`src/rtl/shift_seq_ctrl_pkg.sv`:
```
// rtl/shift_seq_ctrl_pkg.sv - shared state encoding and default sizes for the shift sequencer
package shift_seq_ctrl_pkg;

  localparam int DEF_WIDTH = 4;
  localparam int DEF_CNT_W = 2;

  typedef enum logic [1:0] {
    IDLE  = 2'd0,
    SHIFT = 2'd1,
    CAPT  = 2'd2,
    HOLD  = 2'd3
  } state_t;

endpackage

```
`src/rtl/shift_seq_bitcnt.sv`:
```
// rtl/shift_seq_bitcnt.sv - bit counter for the shift sequencer, flags the last bit of a word
module shift_seq_bitcnt
  import shift_seq_ctrl_pkg::*;
#(
  parameter int WIDTH = DEF_WIDTH,
  parameter int CNT_W = DEF_CNT_W
) (
  input  logic             clk,
  input  logic             rst,
  input  logic             clr,
  input  logic             inc,
  output logic [CNT_W-1:0] cnt,
  output logic             last
);

  localparam logic [CNT_W-1:0] LAST_VAL = CNT_W'(WIDTH - 1);

  assign last = (cnt == LAST_VAL);

  // count shift edges; clear wins, and the count wraps to 0 after the last bit
  always_ff @(posedge clk or negedge rst) begin
    if (!rst) begin
      cnt <= '0;
    end else if (clr) begin
      cnt <= '0;
    end else if (inc) begin
      cnt <= last ? '0 : cnt + 1'b1;
    end
  end

endmodule

```
`src/rtl/shift_seq_ctrl.sv`:
```
// rtl/shift_seq_ctrl.sv - word-to-serial sequencer for a SIPO shift register (option: SHIFT_SEQ_CHECK_EN)
module shift_seq_ctrl
  import shift_seq_ctrl_pkg::*;
#(
  parameter int WIDTH = DEF_WIDTH,
  parameter int CNT_W = DEF_CNT_W
) (
  input  logic             clk,
  input  logic             rst,
  input  logic             in_valid,
  input  logic [WIDTH-1:0] in_data,
  output logic             in_ready,
  output logic             ser_d,
  output logic             shift_en,
  input  logic [WIDTH-1:0] sr_q,
  output logic             out_valid,
  output logic [WIDTH-1:0] out_data,
  input  logic             out_ready,
  output logic             busy,
  output logic             err
);

  state_t           state;
  logic [WIDTH-1:0] word_q;
  logic [CNT_W-1:0] cnt;
  logic             cnt_last;
  logic             accept;
  logic             deliver;
  logic [CNT_W-1:0] bit_idx;

  // a new word is taken in IDLE, or in HOLD on the same edge the old result leaves
  assign in_ready = rst && ((state == IDLE) || ((state == HOLD) && out_ready));
  assign accept   = in_valid && in_ready;
  assign deliver  = out_valid && out_ready;

  // MSB first: bit index counts down from WIDTH-1 as cnt counts up
  assign bit_idx  = CNT_W'(WIDTH - 1) - cnt;
  assign shift_en = rst && (state == SHIFT);
  assign ser_d    = shift_en && word_q[bit_idx];
  assign busy     = rst && (state != IDLE);

  shift_seq_bitcnt #(
    .WIDTH (WIDTH),
    .CNT_W (CNT_W)
  ) u_bitcnt (
    .clk  (clk),
    .rst  (rst),
    .clr  (accept),
    .inc  (state == SHIFT),
    .cnt  (cnt),
    .last (cnt_last)
  );

  // sequencing FSM: latch word, shift WIDTH bits, capture readback, hold until consumed
  always_ff @(posedge clk or negedge rst) begin
    if (!rst) begin
      state     <= IDLE;
      word_q    <= '0;
      out_valid <= 1'b0;
      out_data  <= '0;
    end else begin
      case (state)
        IDLE: begin
          if (accept) begin
            word_q <= in_data;
            state  <= SHIFT;
          end
        end
        SHIFT: begin
          if (cnt_last) begin
            state <= CAPT;
          end
        end
        CAPT: begin
          out_data  <= sr_q;
          out_valid <= 1'b1;
          state     <= HOLD;
        end
        HOLD: begin
          if (deliver) begin
            out_valid <= 1'b0;
            if (accept) begin
              word_q <= in_data;
              state  <= SHIFT;
            end else begin
              state <= IDLE;
            end
          end
        end
        default: state <= IDLE;
      endcase
    end
  end

`ifdef SHIFT_SEQ_CHECK_EN
  // readback check: flag when the captured word differs from the word sent
  always_ff @(posedge clk or negedge rst) begin
    if (!rst) begin
      err <= 1'b0;
    end else if (accept) begin
      err <= 1'b0;
    end else if (state == CAPT) begin
      err <= (sr_q != word_q);
    end
  end
`else
  assign err = 1'b0;
`endif

endmodule

```
`config.mk`:
```
export PLATFORM = sky130hd
export DESIGN_NAME = shift_seq_ctrl
export DESIGN_NICKNAME = d
export VERILOG_FILES = /design/src/rtl/shift_seq_ctrl_pkg.sv /design/src/rtl/shift_seq_bitcnt.sv /design/src/rtl/shift_seq_ctrl.sv
export SDC_FILE = /design/constraint.sdc
export NUM_CORES = 1
export LEC_CHECK = 0
export ABC_AREA = 1
export CAP_MARGIN = 20
export CORE_MARGIN = 8
export CORE_UTILIZATION = 45
export DETAILED_ROUTE_END_ITERATION = 10
export HOLD_SLACK_MARGIN = 0.15
export PLACE_DENSITY = 0.73
export SLEW_MARGIN = 20
export SYNTH_ARGS = -nofsm -noshare
export SYNTH_HDL_FRONTEND = slang
export SYNTH_SLANG_ARGS = --single-unit
```
`constraint.sdc`:
```
create_clock -name clk -period 1.8 [get_ports clk]
set_input_delay 0.27 -clock clk [delete_from_list [all_inputs] [get_ports clk]]
set_output_delay 0.27 -clock clk [all_outputs]
set_load 0.02 [all_outputs]
```
======== After elaboration in Yosys (flattened, before gate mapping) ========
Index checks and enable logic that the tools add are counted.
storage, ports and cells
  register bits ........................... 13
  bits of input ports ..................... 12
  output and inout bits ................... 10
  word-level logic and storage cells ...... 46
cells by class
  add/sub/neg operators ................... 2
  order comparisons ....................... 1
  eq/ne operators ......................... 7
  multiplexer cells ....................... 15
  reductions and logical operators ........ 16
operators with widths
  cell                                                  number
  two-way mux 2 bit                                     6
  two-way mux 4 bit                                     2
  one-hot mux 2 bit (4 select lines)                    1
  one-hot mux 4 bit (2 select lines)                    1
  nonzero test 2 bit                                    4
  logical AND 1 bit                                     7
  equality test 2 bit (second input constant)           3
  != test 2 bit (second input constant)                 3
  AND reduction 2 bit                                   2
  < comparator 2 x 3 -> 1 bit (second input constant)   1
  two-way mux 1 bit                                     3
  AND reduction 3 bit                                   1
  adder 2 x 1 -> 2 bit (second input constant)          1
  binary-select mux 1 bit (select 2 bit)                1
  equality test 2 x 1 -> 1 bit (second input constant)  1
  zero test 2 bit                                       1
  one-hot mux 1 bit (2 select lines)                    1
  subtractor 2 bit (first input constant)               1
  logical OR 1 bit                                      1

======== Depth between registers and ports, before layout ========
Gate-level depths: netlist of the first run.
  word-level depth ........................ 8
  depth in mapped cells ................... 8

======== Hierarchy ========
A second synthesis of the first run with hierarchy kept.
unflattened totals
  cell total of the unflattened synthesis .. 92
  area total of the unflattened synthesis .. 740.7 sq um
by module, submodules not included
  module            times used  cells each  area each (sq um)  sequential area each (sq um)
  shift_seq_ctrl    1           80          639.4              275.3
  shift_seq_bitcnt  1           12          101.3              50.0

======== Worst setup path before layout of the first run ========
No wires, ideal clock.
  path type ............................... reg2out
  start ................................... register state[1]
  end ..................................... output ser_d
  data arrival time ....................... 1.135 ns
  required time ........................... 1.530 ns
  path slack .............................. 0.395 ns
  stages on the path, launching flop included .. 5
  buffers on the path ..................... 0
  cell sequence ........................... dfrtp_1 -> inv_1 -> ha_1 -> nand2_1 -> a21oi_1
between the ends
  longest elaborated chain between the ends .. 3
RTL lines
  what                          line                  source
  start: declaration            shift_seq_ctrl.sv:23  state_t state;
  start signal: assignment      shift_seq_ctrl.sv:57  state <= IDLE;
  start signal: assignment      shift_seq_ctrl.sv:66  state <= SHIFT;
  start signal: assignment      shift_seq_ctrl.sv:71  state <= CAPT;
  equality test 2 x 1 -> 1 bit  shift_seq_ctrl.sv:38  assign shift_en = rst && (state == SHIFT);
  logical AND 1 bit             shift_seq_ctrl.sv:38
  logical AND 1 bit             shift_seq_ctrl.sv:39  assign ser_d = shift_en && word_q[bit_idx];
  end: declaration              shift_seq_ctrl.sv:13  output logic ser_d,
No other way between the ends.

======== Worst setup path after layout of the first run ========
  start ................................... register state[0]
  end ..................................... output in_ready
between the ends
  longest elaborated chain between the ends .. 4
  elaborated cells on any way between the ends .. 5
RTL lines
  what                   line                  source
  equality test 2 bit    shift_seq_ctrl.sv:32  assign in_ready = rst && ((state == IDLE) || ((state == HOLD) && out_ready));
  logical AND 1 bit      shift_seq_ctrl.sv:32
  logical OR 1 bit (*)   shift_seq_ctrl.sv:32
  logical AND 1 bit (*)  shift_seq_ctrl.sv:32
  end: declaration       shift_seq_ctrl.sv:12  output logic in_ready,
Mark *: on every way between the ends. The rest lies on a longest branch, timed or not.

==> results.cfg, run 1 <==
[cells_and_area]
final_common_cell = nand2_1
antenna_cells = 0
layout.cells.most_common_list = nand2_1 (32), clkdlybuf4s50_1 (16), dfrtp_1 (13)
layout-area-overhead-vs-synth_pct = 37.7
final_cells = 140
layout.nets = 143
drive_gt1_frac = 0.202
utilization = 0.675

[synthesis]
synthesis.area_sq_um = 747
netlist_instances = 93
ys_warn_count = 0
synthDistinctLibCells = 18
ys_ff_latch = 13
synth_top_cell_by_area = dfrtp_1
synthTopCellsByArea = dfrtp_1 (44%), nand2_1 (16%), ha_1 (10%), inv_1 (4.5%), nand4_1 (4.2%)
synth_top_area_share = 0.436
ys_seq_area_frac = 0.436
synth_fp_nets = 111
postSynthAreaPerCell_sq_um = 8.03

[clocking]
clk_pin_slew_ns = 0.08
clock-sinks = 13
clkLatencyLatePin_ns = 0.29
cts_buffers = 3
clockRootBuffer = clkbuf_4
cts_max_level = 1
clk_path_buf_depth = 2
cts_tree = built
cts_setup_buffers = 0

[detailed_routing]
vias = 667
avgViaCountPerCell = 4.76
antenna_left = 0
routed_wl_microns = 1700
drt_iter0_markers = 3
drcViolationCount = 0
drt-pass1-iter-count = 2
wl_per_cell_microns = 12.2

[floorplanning]
initial_utilization = 0.490
row_count = 14
coreArea_sq_um = 1520
die_area_sq_um = 3220
pin_count = 22
die_w_microns = 56.7
die_h_microns = 56.7

[global_routing]
grt_pass1_wl_microns = 2930
overflow = 0
grt_max_degree = 14
grt_pass1_vias = 708
antenna_found_initial = 0
track_usage = 0.112

[power]
p_per_area_nw_per_um2 = 1610
p_total_w = 0.00166
p_leak_nw = 0.545
peakVddDrop_mv = 0.950

[status]
outcome = finished clean

[worst_setup_path]
timing_worst_setup_path_type = reg2out
worstPathRequired_ns = 1.53
start_kind = flip-flop
critPathMaxFanout = 5
worstPathArrival_ns = 1.39
critPathCaptureType = output pin

[timing]
drv_slew = 0
min_period_over_period = 0.925
setup_viol_count_final = 0
fmax_ghz = 0.601
hold_viol = 0
fin_hold_ws_ns = 0.319
rsz0062_at_grt = false
tns_ns = 0
fin_skew_ns = 0.00306
finalCriticalPeriod_ns = 1.66

[placement]
port_buffers = 20
dp.cells = 136
dp.final_hpwl_microns = 1370
gp_congestion = 0.769

[job]
maxCapViolCount = 0

[worst_hold_path]
hp-class = in2async
metrics by stage:
step,instance area (sq um),worst slack [ns]
after global placement,1020,-0.106
after detailed placement,1020,-0.121
after CTS,1050,0.0183
final,1030,0.135
after global routing,1030,0.0402
after floorplan,747,0.395
where the power goes:
part,total (W),switching (W),internal [W]
sequential,0.000530,0.0000980,0.000432
clock,0.000189,0.000102,0.0000864
combinational,0.000938,0.000529,0.000410
total,0.00166,0.000729,0.000928
path summary, 6_finish.rpt:
| path | start | to | slack, ns | cells past startpoint |
|---|---|---|---|---|
| hold / removal | rst | word_q[0]$_DFFE_PN0P_ | 0.32 | 2 |
| max in group asynchronous | rst | out_data[0]$_DFFE_PN0P_ | 1.26 | 2 |
| setup / recovery | state[0]$_DFFE_PN0P_ | in_ready | 0.14 | 5 |
| min in group clk | word_q[3]$_DFFE_PN0P_ | word_q[3]$_DFFE_PN0P_ | 0.48 | 2 |
| hold reg to reg | word_q[3]$_DFFE_PN0P_ | word_q[3]$_DFFE_PN0P_ | 0.48 | 2 |
| setup reg to reg | state[0]$_DFFE_PN0P_ | state[0]$_DFFE_PN0P_ | 0.33 | 8 |
flip-flops by register name (all words and copies together) (netlist names):
name          flops
out_data          4
word_q            4
state             2
u_bitcnt.cnt      2
out_valid         1
synthesized netlist by cell type:
library cell  count
a21oi_1           2
a21oi_4           1
buf_2             1
buf_4             1
conb_1            1
dfrtp_1          13
ha_1              6
inv_1             9
inv_2             2
nand2_1          32
nand2_2           3
nand3_4           1
nand4_1           5
nor2_1            8
nor2_2            1
o21ai_0           4
o21ai_1           2
o21ai_2           1
cell families after synthesis:
kind of cell | after synthesis | synth area share
simple gates | 50 | 0.300
buf+inv | 13 | 0.0720
other cells | 1 | 0.00502
flops | 13 | 0.436
compound gates | 10 | 0.0871
fa+ha+maj | 6 | 0.100
worst max-delay path, stage by stage (launching register included):
cell and delay, ns:
dfrtp_1 0.44, inv_1 0.10, ha_1 0.18, inv_2 0.07, a21oi_4 0.14, buf_2 0.18
layout make-up:
cell class              count  area [sq um]
multi-input cells          67           368
flip-flops and latches     13           325
clock buffers               4          26.3
inverters                  11          41.3
fillers                   136           495
repair buffers             29           248
well taps                  16          20.0
what timing repair did:
| item | 4_1_cts | 5_1_grt |
|---|---|---|
| hold buffers | 0 | 0 |
| gates cloned | 0 | 0 |
| endpoints found under the setup margin | 4 | 4 |
| resized for setup | 7 | 6 |
routing by layer:
metal,part of all wire,vias to the layer above,GRT usage
li1,-,351,-
met5,0,-,0
met2,0.49,15,0.193
met1,0.40,296,0.110
met3,0.078,5,0.0494
met4,0.022,0,0.0604
Power figures use the tool's default switching activity.
==> run 2: changes to the inputs <==
- CORE_UTILIZATION: 45 -> 35
- CTS_CLUSTER_SIZE: not set -> 12
- PLACE_DENSITY: 0.73 -> 0.58
==> run 2 against run 1 <==
Compared with the run above: clock power decreased by 4%; sequential share of layout area down 0.48 points; fmax fell by 0.56%; global-route usage decreased by 1.8 points; combinational power grew 2.6%; flip-flop and latch count unchanged; critical path depth unchanged; die area rose by 20%; worst hold slack improved by 0.026 ns; cell area increased by 1.9%; first-iteration DRC count grew to 3.7 times the previous value; critical endpoint is now shift_en; largest power group unchanged.
==> results.cfg, run 2 (same netlist as run 1, synthesis figures left out) <==
[status]
outcome = finished clean

[timing]
finalCriticalPeriod_ns = 1.67
fin_skew_ns = 0.00583
hold_viol = 0
tns_ns = 0
setup_viol_count_final = 0
drv_slew = 0
fmax_ghz = 0.597
min_period_over_period = 0.930
rsz0062_at_grt = false

[floorplanning]
die_h_microns = 62.2
pin_count = 22
coreArea_sq_um = 1980
row_count = 16
die_area_sq_um = 3870
die_w_microns = 62.2
initial_utilization = 0.377

[job]
maxCapViolCount = 0

[clocking]
cts_max_level = 1
clkLatencyLatePin_ns = 0.28
clock-sinks = 13
holdBufCountCts = 0
clk_path_buf_depth = 2
cts_buffers = 3
clk_pin_slew_ns = 0.08
cts_tree = built
cts_setup_buffers = 0
clockRootBuffer = clkbuf_4

[placement]
dp.final_hpwl_microns = 1420
gp_congestion = 0.773
port_buffers = 20
placed_area_sq_um = 1040
dp.cells = 147

[detailed_routing]
vias = 688
antenna_left = 0
routed_wl_microns = 1720
drcViolationCount = 0
drt_iter0_markers = 11
drt-pass1-iter-count = 4
avgViaCountPerCell = 4.56
wl_per_cell_microns = 11.4

[cells_and_area]
top_regs = out_data x4, word_q x4
n_fill_cell = 182
final_common_cell = nand2_1
layout.cells.most_common_list = nand2_1 (32), clkdlybuf4s50_1 (16), dfrtp_1 (12)
drive_gt1_frac = 0.202
layout.nets = 143
layout-area-overhead-vs-synth_pct = 40.4
utilization = 0.529
final_cells = 151
final_area_sq_um = 1050
antenna_cells = 0

[worst_setup_path]
critPathMaxFanout = 3
worstPathArrival_ns = 1.40
critPathCaptureType = output pin
worstPathRequired_ns = 1.53
timing_worst_setup_path_type = reg2out
start_kind = flip-flop

[global_routing]
track_usage = 0.0947
grt_pass1_vias = 714
overflow = 0
grt_max_degree = 11
antenna_found_initial = 0
grt_pass1_wl_microns = 3050

[power]
p_per_area_nw_per_um2 = 1600
peakVddDrop_mv = 0.938
p_leak_nw = 0.544

[worst_hold_path]
hp-class = in2async
==> run 2: changes by cell type in the layout (fill, tap and decap cells not counted), sizes merged <==
cell and change:
clkbuf -1, clkdlybuf4s15 +1
==> run 2: worst paths after layout <==
path | from | endpoint | slack [ns] | cells after the start
hold / removal | rst | word_q[3]$_DFFE_PN0P_ | 0.34 | 2
min in group clk | out_data[2]$_DFFE_PN0P_ | out_data[2]$_DFFE_PN0P_ | 0.48 | 2
hold reg to reg | out_data[2]$_DFFE_PN0P_ | out_data[2]$_DFFE_PN0P_ | 0.48 | 2
setup reg to reg | state[0]$_DFFE_PN0P_ | state[0]$_DFFE_PN0P_ | 0.32 | 8
max in group asynchronous | rst | state[0]$_DFFE_PN0P_ | 1.27 | 2
setup / recovery | state[1]$_DFFE_PN0P_ | shift_en | 0.13 | 5
==> run 2: timing repair <==
item / in CTS / in global routing
endpoints found under the setup margin: 4 / 4
resized for setup: 6 / 7
pin swaps: 0 / 0
==> run 2: final cells by class <==
class	count	area (sq um)	area share
inverters	11	41.3	0.0394
flip-flops and latches	13	327	0.311
multi-input cells	67	368	0.351
repair buffers	29	253	0.241
clock buffers	4	26.3	0.0251
well taps	27	33.8	0.0322
==> run 2: layer usage <==
layer / routed length [microns] / track usage
met5: 0 / 0
met4: 10 / 0.0175
met3: 145 / 0.0573
met2: 797 / 0.155
met1: 767 / 0.103
==> run 2: where the power goes <==
part	leakage [nW]	switching, W	internal (W)
Combinational	0.371	0.000538	0.000424
Sequential	0.159	0.0000974	0.000434
Clock	0.0150	0.0000959	0.0000859
Total	0.544	0.000731	0.000944
==> run 2: metrics by stage <==
stage	hold slack (ns)	setup WS, ns	total power (W)
after floorplan	-0.0256	0.395	0.00112
after CTS	0.343	0.00190	0.00170
final	0.345	0.126	0.00168
after detailed placement	0.458	-0.111	0.00153
after global routing	0.360	0.0261	0.00185
after global placement	0.455	-0.111	0.00151
==> run 2: worst max-delay path, stage by stage, from the launching register on <==
cell and delay [ns]:
dfrtp_1 0.40, inv_1 0.11, ha_1 0.20, nand2_1 0.08, inv_1 0.06, clkdlybuf4s15_1 0.29
==> patch (config.mk and constraints of run 1) <==
The option `SHIFT_SEQ_CHECK_EN` is turned on by a define.
--- a/src/rtl/shift_seq_ctrl.sv
+++ b/src/rtl/shift_seq_ctrl.sv
@@ -1,4 +1,6 @@
 // rtl/shift_seq_ctrl.sv - word-to-serial sequencer for a SIPO shift register (option: SHIFT_SEQ_CHECK_EN)
+`define SHIFT_SEQ_CHECK_EN
+
 module shift_seq_ctrl
   import shift_seq_ctrl_pkg::*;
 #(
Behaviour: not the same (Yosys sat finds a counterexample within 10 cycles, from zero or initial values and one cycle with rst low).
==> patch against run 1 <==
Wire length is 16% higher. Worst setup slack worse by 0.030 ns. Area after synthesis grew 7.7%. Power rose by 10%. Combinational power grew 12%. Count of clock-buffer cells in the layout is the same. Clock skew up 0.0044 ns. Sequential cell count grew 1. Final area up 12%. Largest power group unchanged.
==> patch: results (changes against run 1) <==
Run status
  – Status: complete, no violations

Job
  – Max Cap Viol: 0 (unchanged)

Synthesis
  – Ys async rst share: 1.000 (unchanged)
  – Synth Area in Adders: 0.09331 (-0.007190)
  – Netlist cell types: 14 (-4)
  – Synth cell count leaders: nand2_1, dfrtp_1, inv_1
  – Yosys warnings: 0 (unchanged)
  – Xor and xnor area share after synthesis: 0.02177 (+0.02177)
  – Post-synth top flop: dfrtp_1
  – Post-Syn Nets: 122 (+9.9%)
  – Synth top area cells: dfrtp_1, nand2_1, ha_1
  – Post-synthesis compound-gate area fraction: 0.1104 (+0.02332)
  – Fraction of synthesized area in multiplexers: 0 (unchanged)
  – Seq/Total Area, Yosys: 0.4355 (about the same)

Clock network
  – Clock Path Buffers: 2 (unchanged)
  – CTS Root Cell: clkbuf_4
  – Number of buffers created by CTS: 3 (unchanged)
  – Clock slew at reported path FFs: 0.09 ns
  – Post-CTS setup buffer count: 0 (unchanged)
  – H-tree depth: 1 (unchanged)
  – Clk Latency, worst-skew pair: 0.27 ns (-0.02 ns)

Place
  – Dpl ws: -0.1857 ns (-0.06433 ns)
  – Cell Area, Placed: 1129 sq um (+10%)
  – DP HPWL: 1657 um (+21%)
  – Routability cong.: 0.9218 (+20%)
  – Buffers on Ports: 21 (+5.0%)

Critical path
  – Arr. time, crit path: 1.43 ns (+0.04 ns)
  – R2R cell count: 9 (+1)
  – Reg-to-reg slack, setup: 0.27 ns (-0.06 ns)
  – FF-to-FF Start: state[1]
  – Crit path max fanout: 5 (unchanged)

Power and ir drop
  – Static Leakage: 0.0006088 uW (+12%)
  – Max rail drop VDD: 0.7835 mV (-18%)

GRT
  – Vias in the first global route: 792 (+12%)
  – Initial antenna violation count: 0 (unchanged)
  – First-pass GRT wire length: 3463 um (+18%)
  – Largest net degree at the start of global routing: 9 (-5)
  – Gr usage total: 0.1313 (+0.01902)

Final layout
  – Final nets: 159 (+11%)
  – # fillers: 150 (+10%)
  – Largest registers: out_data: 4 flops, word_q: 4 flops
  – Antenna Cells: 0 (unchanged)
  – Share of cells above drive strength 1: 0.1643 (-0.03733)

STA
  – Hold_ws: 0.4584 ns (+0.1395 ns)
  – Setup WS post-layout: 0.1050 ns (-0.03008 ns)
  – Pins Over Slew Limit: 0 (unchanged)
  – TNS Setup: 0 ns (unchanged)
  – Clk_skew: 0.007479 ns (+0.004424 ns)
  – Fmax: 590.0 MHz (-1.8%)

Hold path
  – Hold Crit Class: primary input to asynchronous set/reset pin

Routing
  – Drt pass-1 iters: 4 (+2)
  – WL final: 1978 um (+16%)
  – Vias per cell: 4.776 (+0.24%)
  – DRT iter0 DRCs: 11 (+8)
[patch: report_power, final]
group,leakage [uW],switching (uW),internal (uW),total (uW)
clock,0.0000210,100,123,223
combinational,0.000415,583,470,1050
sequential,0.000173,99.1,454,553
[patch: worst max-delay path by stage]
| stage | endpoint | cells past startpoint |
|---|---|---|
| after global placement | ser_d | 4 |
| final | busy | 4 |
| after CTS | in_ready | 5 |
| after global routing | busy | 4 |
| after detailed placement | ser_d | 4 |
| after floorplan | word_q[0] | 7 |
[patch: area by class of cell]
type	instances	share of cell area
clock buffers	4	0.03145
inverters	14	0.04555
multi-input cells	76	0.3482
flip-flops and latches	14	0.3037
well taps	25	0.02711
repair buffers	32	0.2440
[patch: cell families (layout without fill, tap and decap cells)]
| kind of cell | count (synthesis) | after routing |
|---|---|---|
| buffers and inverters | 14 | 50 |
| xor gates and xnor gates | 2 | 2 |
| and+or+nand+nor | 51 | 51 |
| AOI/OAI and AO/OA | 17 | 17 |
| DFF | 14 | 14 |
| adders and majority gates | 6 | 6 |
[patch: per-stage QoR]
step / power, uW / util / std cells
floorplan: 1147 / - / 104
global placement: 1590 / 0.6608 / 161
detailed placement: 1637 / 0.6608 / 161
CTS: 1852 / 0.6806 / 165
global route: 2000 / 0.6755 / 165
finish: 1828 / 0.6755 / 165
[patch: worst max-delay path, stage by stage, from the launching register on]
cell             delay (ns)
dfrtp_1                0.43
inv_1                  0.08
ha_1                   0.23
nor2_1                 0.10
clkdlybuf4s15_1        0.32
[patch: per-layer routing]
metal  share of wire  track usage
met1            0.42       0.1506
met2            0.49       0.2142
met3           0.072      0.05298
met4          0.0086      0.04545
met5               0            0
[patch: what timing repair did]
action	4_1_cts	5_1_grt
endpoints found under the setup margin	4	3
gates resized for setup	6	4
hold endpoints to repair	0	0
